## config.mk

```make
export PLATFORM = sky130hd
export DESIGN_NAME = tamagotchi_btn_cond
export DESIGN_NICKNAME = d
export VERILOG_FILES = /design/src/rtl/tamagotchi_btn_cond.sv
export SDC_FILE = /design/constraint.sdc
export NUM_CORES = 1
export LEC_CHECK = 0
export CORE_UTILIZATION = 58
export DETAILED_ROUTE_END_ITERATION = 16
export HOLD_SLACK_MARGIN = 0.15
export PLACE_DENSITY = 0.78
export SYNTH_ARGS = -nofsm -noshare
export SYNTH_HDL_FRONTEND = slang
export SYNTH_SLANG_ARGS = --single-unit
```

## constraint.sdc

```tcl
create_clock -name clk -period 15.6 [get_ports clk]
set_input_delay 3.12 -clock clk [delete_from_list [all_inputs] [get_ports clk]]
set_output_delay 3.12 -clock clk [all_outputs]
set_load 0.02 [all_outputs]
```

## src/rtl/tamagotchi_btn_cond.sv

```systemverilog
// Button front end for tamagotchi_fsm: sync, debounce, press pulses and long-press timing.
// Optional care-button auto-repeat is compiled in with `define BTN_AUTOREPEAT_EN.
module tamagotchi_btn_cond #(
    parameter int BTN_ACTIVE_LOW  = 1,
    parameter int DEBOUNCE_CYCLES = 1_000_000,
    parameter int SEC_CYCLES      = 50_000_000,
    parameter int HOLD_SECS       = 5,
    parameter int REPEAT_CYCLES   = 12_500_000
) (
    input  logic       clk,
    input  logic       rst,
    input  logic       raw_salud,
    input  logic       raw_energia,
    input  logic       raw_hambre,
    input  logic       raw_diversion,
    input  logic       raw_reset,
    input  logic       raw_test,
    output logic       btn_salud,
    output logic       btn_energia,
    output logic       btn_hambre,
    output logic       btn_diversion,
    output logic       btn_reset,
    output logic       btn_test,
    output logic [2:0] count_reset,
    output logic [2:0] count_test
);

    localparam int NBTN    = 6;
    localparam int RST_IDX = 4;
    localparam int TST_IDX = 5;
    localparam int DB_W    = (DEBOUNCE_CYCLES > 1) ? $clog2(DEBOUNCE_CYCLES) : 1;
    localparam int SEC_W   = (SEC_CYCLES > 1) ? $clog2(SEC_CYCLES) : 1;

    typedef enum logic [1:0] {
        IDLE    = 2'd0,
        HOLDING = 2'd1,
        FIRED   = 2'd2
    } hold_state_t;

    logic [NBTN-1:0] raw_vec;
    logic [NBTN-1:0] pin_lvl;
    logic [NBTN-1:0] sync_1;
    logic [NBTN-1:0] sync_2;
    logic [NBTN-1:0] stable;
    logic [DB_W-1:0] db_cnt [NBTN];

    logic [3:0] stable_d;
    logic [3:0] stable_dd;
    logic [3:0] care_pulse;
    logic [3:0] rep_fire;

    logic [1:0] fill;
    logic [1:0] armed;
    logic [1:0] active;

    hold_state_t      state_q [2];
    hold_state_t      state_d [2];
    logic [SEC_W-1:0] sec_q [2];
    logic [SEC_W-1:0] sec_d [2];
    logic [2:0]       cnt_q [2];
    logic [2:0]       cnt_d [2];
    logic [1:0]       fire_q;
    logic [1:0]       fire_d;

    // Polarity is normalised ahead of the synchronizer so cleared flops read as released.
    assign raw_vec = {raw_test, raw_reset, raw_diversion, raw_hambre, raw_energia, raw_salud};
    assign pin_lvl = (BTN_ACTIVE_LOW != 0) ? ~raw_vec : raw_vec;

    always_ff @(posedge clk or posedge rst) begin
        if (rst) begin
            sync_1 <= '0;
            sync_2 <= '0;
            stable <= '0;
            for (int i = 0; i < NBTN; i++) begin
                db_cnt[i] <= '0;
            end
        end else begin
            sync_1 <= pin_lvl;
            sync_2 <= sync_1;
            for (int i = 0; i < NBTN; i++) begin
                if (sync_2[i] == stable[i]) begin
                    db_cnt[i] <= '0;
                end else if (db_cnt[i] == DB_W'(DEBOUNCE_CYCLES - 1)) begin
                    stable[i] <= sync_2[i];
                    db_cnt[i] <= '0;
                end else begin
                    db_cnt[i] <= db_cnt[i] + 1'b1;
                end
            end
        end
    end

    always_ff @(posedge clk or posedge rst) begin
        if (rst) begin
            stable_d   <= '0;
            stable_dd  <= '0;
            care_pulse <= '0;
        end else begin
            stable_d   <= stable[3:0];
            stable_dd  <= stable_d;
            care_pulse <= (stable_d & ~stable_dd) | rep_fire;
        end
    end

`ifdef BTN_AUTOREPEAT_EN
    localparam int HOLD_SPAN = HOLD_SECS * SEC_CYCLES;
    localparam int RPT_MAX   = (HOLD_SPAN > REPEAT_CYCLES) ? HOLD_SPAN : REPEAT_CYCLES;
    localparam int RPT_W     = $clog2(RPT_MAX + 1);

    logic [RPT_W-1:0] rpt_cnt [4];
    logic [3:0]       rpt_phase;

    always_comb begin
        rep_fire = '0;
        for (int i = 0; i < 4; i++) begin
            rep_fire[i] = rpt_phase[i] && stable[i] && stable_dd[i] &&
                          (rpt_cnt[i] == RPT_W'(REPEAT_CYCLES - 1));
        end
    end

    // First phase waits out the hold span after the press pulse, second phase emits repeats.
    always_ff @(posedge clk or posedge rst) begin
        if (rst) begin
            rpt_phase <= '0;
            for (int i = 0; i < 4; i++) begin
                rpt_cnt[i] <= '0;
            end
        end else begin
            for (int i = 0; i < 4; i++) begin
                if (!(stable[i] && stable_dd[i])) begin
                    rpt_cnt[i]   <= '0;
                    rpt_phase[i] <= 1'b0;
                end else if (!rpt_phase[i]) begin
                    if (rpt_cnt[i] == RPT_W'(HOLD_SPAN - 1)) begin
                        rpt_cnt[i]   <= '0;
                        rpt_phase[i] <= 1'b1;
                    end else begin
                        rpt_cnt[i] <= rpt_cnt[i] + 1'b1;
                    end
                end else if (rpt_cnt[i] == RPT_W'(REPEAT_CYCLES - 1)) begin
                    rpt_cnt[i] <= '0;
                end else begin
                    rpt_cnt[i] <= rpt_cnt[i] + 1'b1;
                end
            end
        end
    end
`else
    logic unused_repeat;
    assign unused_repeat = ^REPEAT_CYCLES;
    assign rep_fire      = '0;
`endif

    // A long-press button held through rst stays locked out until it has been seen released.
    always_ff @(posedge clk or posedge rst) begin
        if (rst) begin
            fill  <= '0;
            armed <= '0;
        end else begin
            if (fill != 2'd2) begin
                fill <= fill + 2'd1;
            end
            for (int i = 0; i < 2; i++) begin
                if (fill == 2'd2 && !stable[RST_IDX+i] && !sync_2[RST_IDX+i]) begin
                    armed[i] <= 1'b1;
                end
            end
        end
    end

    assign active[0] = stable[RST_IDX] & armed[0];
    assign active[1] = stable[TST_IDX] & armed[1] & ~stable[RST_IDX];

    always_ff @(posedge clk or posedge rst) begin
        if (rst) begin
            fire_q <= '0;
            for (int i = 0; i < 2; i++) begin
                state_q[i] <= IDLE;
                sec_q[i]   <= '0;
                cnt_q[i]   <= '0;
            end
        end else begin
            fire_q <= fire_d;
            for (int i = 0; i < 2; i++) begin
                state_q[i] <= state_d[i];
                sec_q[i]   <= sec_d[i];
                cnt_q[i]   <= cnt_d[i];
            end
        end
    end

    always_comb begin
        fire_d = '0;
        for (int i = 0; i < 2; i++) begin
            state_d[i] = state_q[i];
            sec_d[i]   = sec_q[i];
            cnt_d[i]   = cnt_q[i];
            case (state_q[i])
                IDLE: begin
                    sec_d[i] = '0;
                    cnt_d[i] = '0;
                    if (active[i]) begin
                        state_d[i] = HOLDING;
                    end
                end
                HOLDING, FIRED: begin
                    if (!active[i]) begin
                        state_d[i] = IDLE;
                        sec_d[i]   = '0;
                        cnt_d[i]   = '0;
                    end else if (sec_q[i] == SEC_W'(SEC_CYCLES - 1)) begin
                        sec_d[i] = '0;
                        if (cnt_q[i] != 3'd7) begin
                            cnt_d[i] = cnt_q[i] + 3'd1;
                        end
                        if (state_q[i] == HOLDING && (cnt_q[i] + 3'd1) == 3'(HOLD_SECS)) begin
                            fire_d[i]  = 1'b1;
                            state_d[i] = FIRED;
                        end
                    end else begin
                        sec_d[i] = sec_q[i] + 1'b1;
                    end
                end
                default: begin
                    state_d[i] = IDLE;
                end
            endcase
        end
    end

    assign btn_salud     = care_pulse[0];
    assign btn_energia   = care_pulse[1];
    assign btn_hambre    = care_pulse[2];
    assign btn_diversion = care_pulse[3];
    assign btn_reset     = fire_q[0];
    assign btn_test      = fire_q[1];
    assign count_reset   = cnt_q[0];
    assign count_test    = cnt_q[1];

endmodule

```

==> flow_summary.toml <==
[critical_path]
r2r_start = "state_q[2]"
cp.arrival_ns = 5.68
start_kind = "input pin"
crit_top_cell = "buf_4"
critPathKind = "in -> async"
end_kind = "asynchronous set/reset pin"
cp_cell_sequence = "clkdlybuf4s50_1 > inv_8 > buf_4 > buf_4"
startpoint = "rst"
cp.required_ns = 16.19
worst_path_max_delay_cell = "buf_4"
critPathMaxStageDelay_ns = 0.89
crit_fanout = 87

[logic_synthesis]
syn-num-nets = 1052
synthTopCellsByArea = "dfrtp_1, xor2_1, nor2_1"
syn_area_um2 = 10400
synth_seq_cells = 218
yosysMostFrequentCell = "dfrtp_1"
synth_cell_types = 54
synth_top_area_share_pct = 52.47
syn_area_per_cell_um2 = 10.17
synth_common_cells = "dfrtp_1, nor2_1, xor2_1, nand3_1, nand2_1"
yosysWarnings = 0
synth_top_area_cell = "dfrtp_1"
yosysSeqAreaShare_pct = 52.47
synth_ff_type = "dfrtp_1"
synth_edf_count = 0
syn_inst = 1022
async_flop_share_pct = 100.0

[global_routing]
grt_pass1_wl_mm = 32.81
antenna_found_initial = 0
grt_pass1_vias = 7151
overflow = 0
grt_usage_pct = 21.73
grt_max_degree = 88

[clocking]
hold_buffers = 0
cts.sinks = 218
clock-root-buffer = "clkbuf_16"
htree_levels = 1
cts_tree = "built"
clock_path_buffers = 3
cts.clk_slew.worst_paths_ns = 0.06
post_cts_resized = 0
cts_setup_buffers = 0
cts_buffers = 24
insertion_delay_ns = 0.51

[placement]
finalWeightedCongestion = 0.7983
hpwl_mm = 11.82
pre_cts_slack_ns = 9.813
numPortBuffers = 19

[sta]
rsz0062_at_grt = "false"
max_slew_margin_pct = 28.20
worst_slack_ns = 10.51
clock.fmax_mhz = 196.4
skew_ns = 0.01434
finalCritPeriodShare_pct = 32.63
setup_violations = 0
fin_setup_tns_ns = 0
hold_viol_final = 0
worst_pin_slew_ns = 1.077
period_needed_ns = 5.091
slew_violations = 0
holdWs_ns = 0.3435

[final_layout]
layout-drive-gt1-share_pct = 6.742
num-fill-cells = 1343
fin_nets = 1080
syn2layout_area_growth_pct = 12.68
diodes = 0

[drt]
routedWlPerCell_um = 14.46
vias = 7198
ant_nets = 0
drtIter0Drc = 433
viasPerCell = 5.567
dr.pass1.iters = 5
drt_wl_total_mm = 18.70
drc = 0

[pwr]
powerDensity_nw_per_um2 = 107.7
p_leak_nw = 5.017
vdd_ir_drop_max_mv = 0.09630

[status]
status = "finished clean"

[floorplanning]
ios = 20
dieHeight_um = 135.9
start_util_pct = 59.70
coreArea_um2 = 17420
dieArea_um2 = 18470
die_w_um = 135.9
core.rowCount = 48

[job]
drv_cap = 0

[min_path]
min_from = "sync_1[0]"
hold_class = "reg -> reg"
==> cell type report <==
type                            count  area [um2]  area share [%]
Multi-Input combinational cell    754        4698           40.10
Sequential cell                   218        5455           46.56
Timing Repair Buffer               22       212.7           1.815
Inverter                           30       120.1           1.025
Clock buffer                       32       701.9           5.991
Tap cell                          225       281.5           2.403
Clock inverter                     12       246.5           2.104
==> through the flow <==
| step | area [um2] | utilization [%] | power, mW | std cells |
|---|---|---|---|---|
| 6_report | 11720 | 67.27 | 1.262 | 1293 |
| 3_5_place_dp | 10770 | 61.82 | 0.6125 | 1249 |
| 3_3_place_gp | 10770 | 61.82 | 0.6116 | 1249 |
| 2_1_floorplan | 10400 | - | 0.6045 | 1022 |
| 5_1_grt | 11720 | 67.27 | 1.300 | 1293 |
| 4_1_cts | 11720 | 67.27 | 1.274 | 1293 |
==> registers in the layout, indices dropped and copies added (netlist names) <==
signal and count:
db_cnt 120, sec_q 52, stable 6, sync_1 6, sync_2 6, care_pulse 4, stable_d 4, stable_dd 4
state_q 4, count_reset 3, count_test 3, armed 2, fill 2, fire_q 2
==> cell families after synthesis <==
logic type / synth area share [%]
xor gates and xnor gates: 13.31
and+or+nand+nor: 25.96
DFF: 52.47
adders and majority gates: 2.647
buffers and inverters: 2.347
muxes: 0.9025
AOI/OAI and AO/OA: 2.371
==> path summary, 6_finish.rpt <==
path | cells past startpoint | slack, ns | endpoint
min in group asynchronous | 2 | 3.08 | db_cnt[113]
worst min register to register | 0 | 0.34 | sync_2[0]
worst max-delay path | 4 | 10.51 | sec_q[3]
max in group clk | 1 | 10.93 | count_reset[1]
worst min-delay path | 0 | 0.34 | sync_2[0]
worst max register to register | 6 | 13.28 | sec_q[49]
==> worst max-delay path: cells and delay by family <==
family	cells	cell delay, ns
buffers and inverters	4	2.47
==> layout by cell type, fill, tap and decap left out, types with 4 or more instances in the layout <==
master / synthesis / layout
ha_1: 22 / 22
xnor2_1: 59 / 59
xor2_1: 99 / 99
nor4b_1: 4 / 4
nand4_1: 38 / 38
clkbuf_16: 0 / 25
dfrtp_1: 218 / 218
and3_1: 31 / 31
nor3_1: 25 / 25
and2_1: 5 / 5
nor2_1: 200 / 200
clkbuf_8: 0 / 5
or2_2: 4 / 4
nand3_1: 87 / 87
clkdlybuf4s50_1: 0 / 19
nand3b_1: 5 / 5
nor4_1: 13 / 13
and4_1: 12 / 12
mux2_2: 7 / 7
bufinv_16: 0 / 7
nand2b_1: 5 / 5
or3_1: 4 / 4
inv_1: 30 / 29
o21ai_0: 11 / 11
nand2_1: 69 / 69
nor2b_1: 8 / 8
==> metal layers <==
metal | routed length (um) | vias to the layer above | GRT usage (%)
li1 | - | 3525 | -
met2 | 9071 | 110 | 36.48
met3 | 614 | 27 | 2.983
met4 | 354 | 0 | 5.432
met1 | 8661 | 3536 | 29.89
met5 | 0 | - | 0
==> power by group <==
| part | internal [mW] | switching [mW] | leakage (nW) | total, mW |
|---|---|---|---|---|
| clock | 0.432 | 0.229 | 0.466 | 0.661 |
| combinational | 0.00633 | 0.0188 | 1.56 | 0.0251 |
| sequential | 0.571 | 0.00510 | 2.99 | 0.576 |
| total | 1.01 | 0.252 | 5.02 | 1.26 |
(Power assumes the default switching activity.)
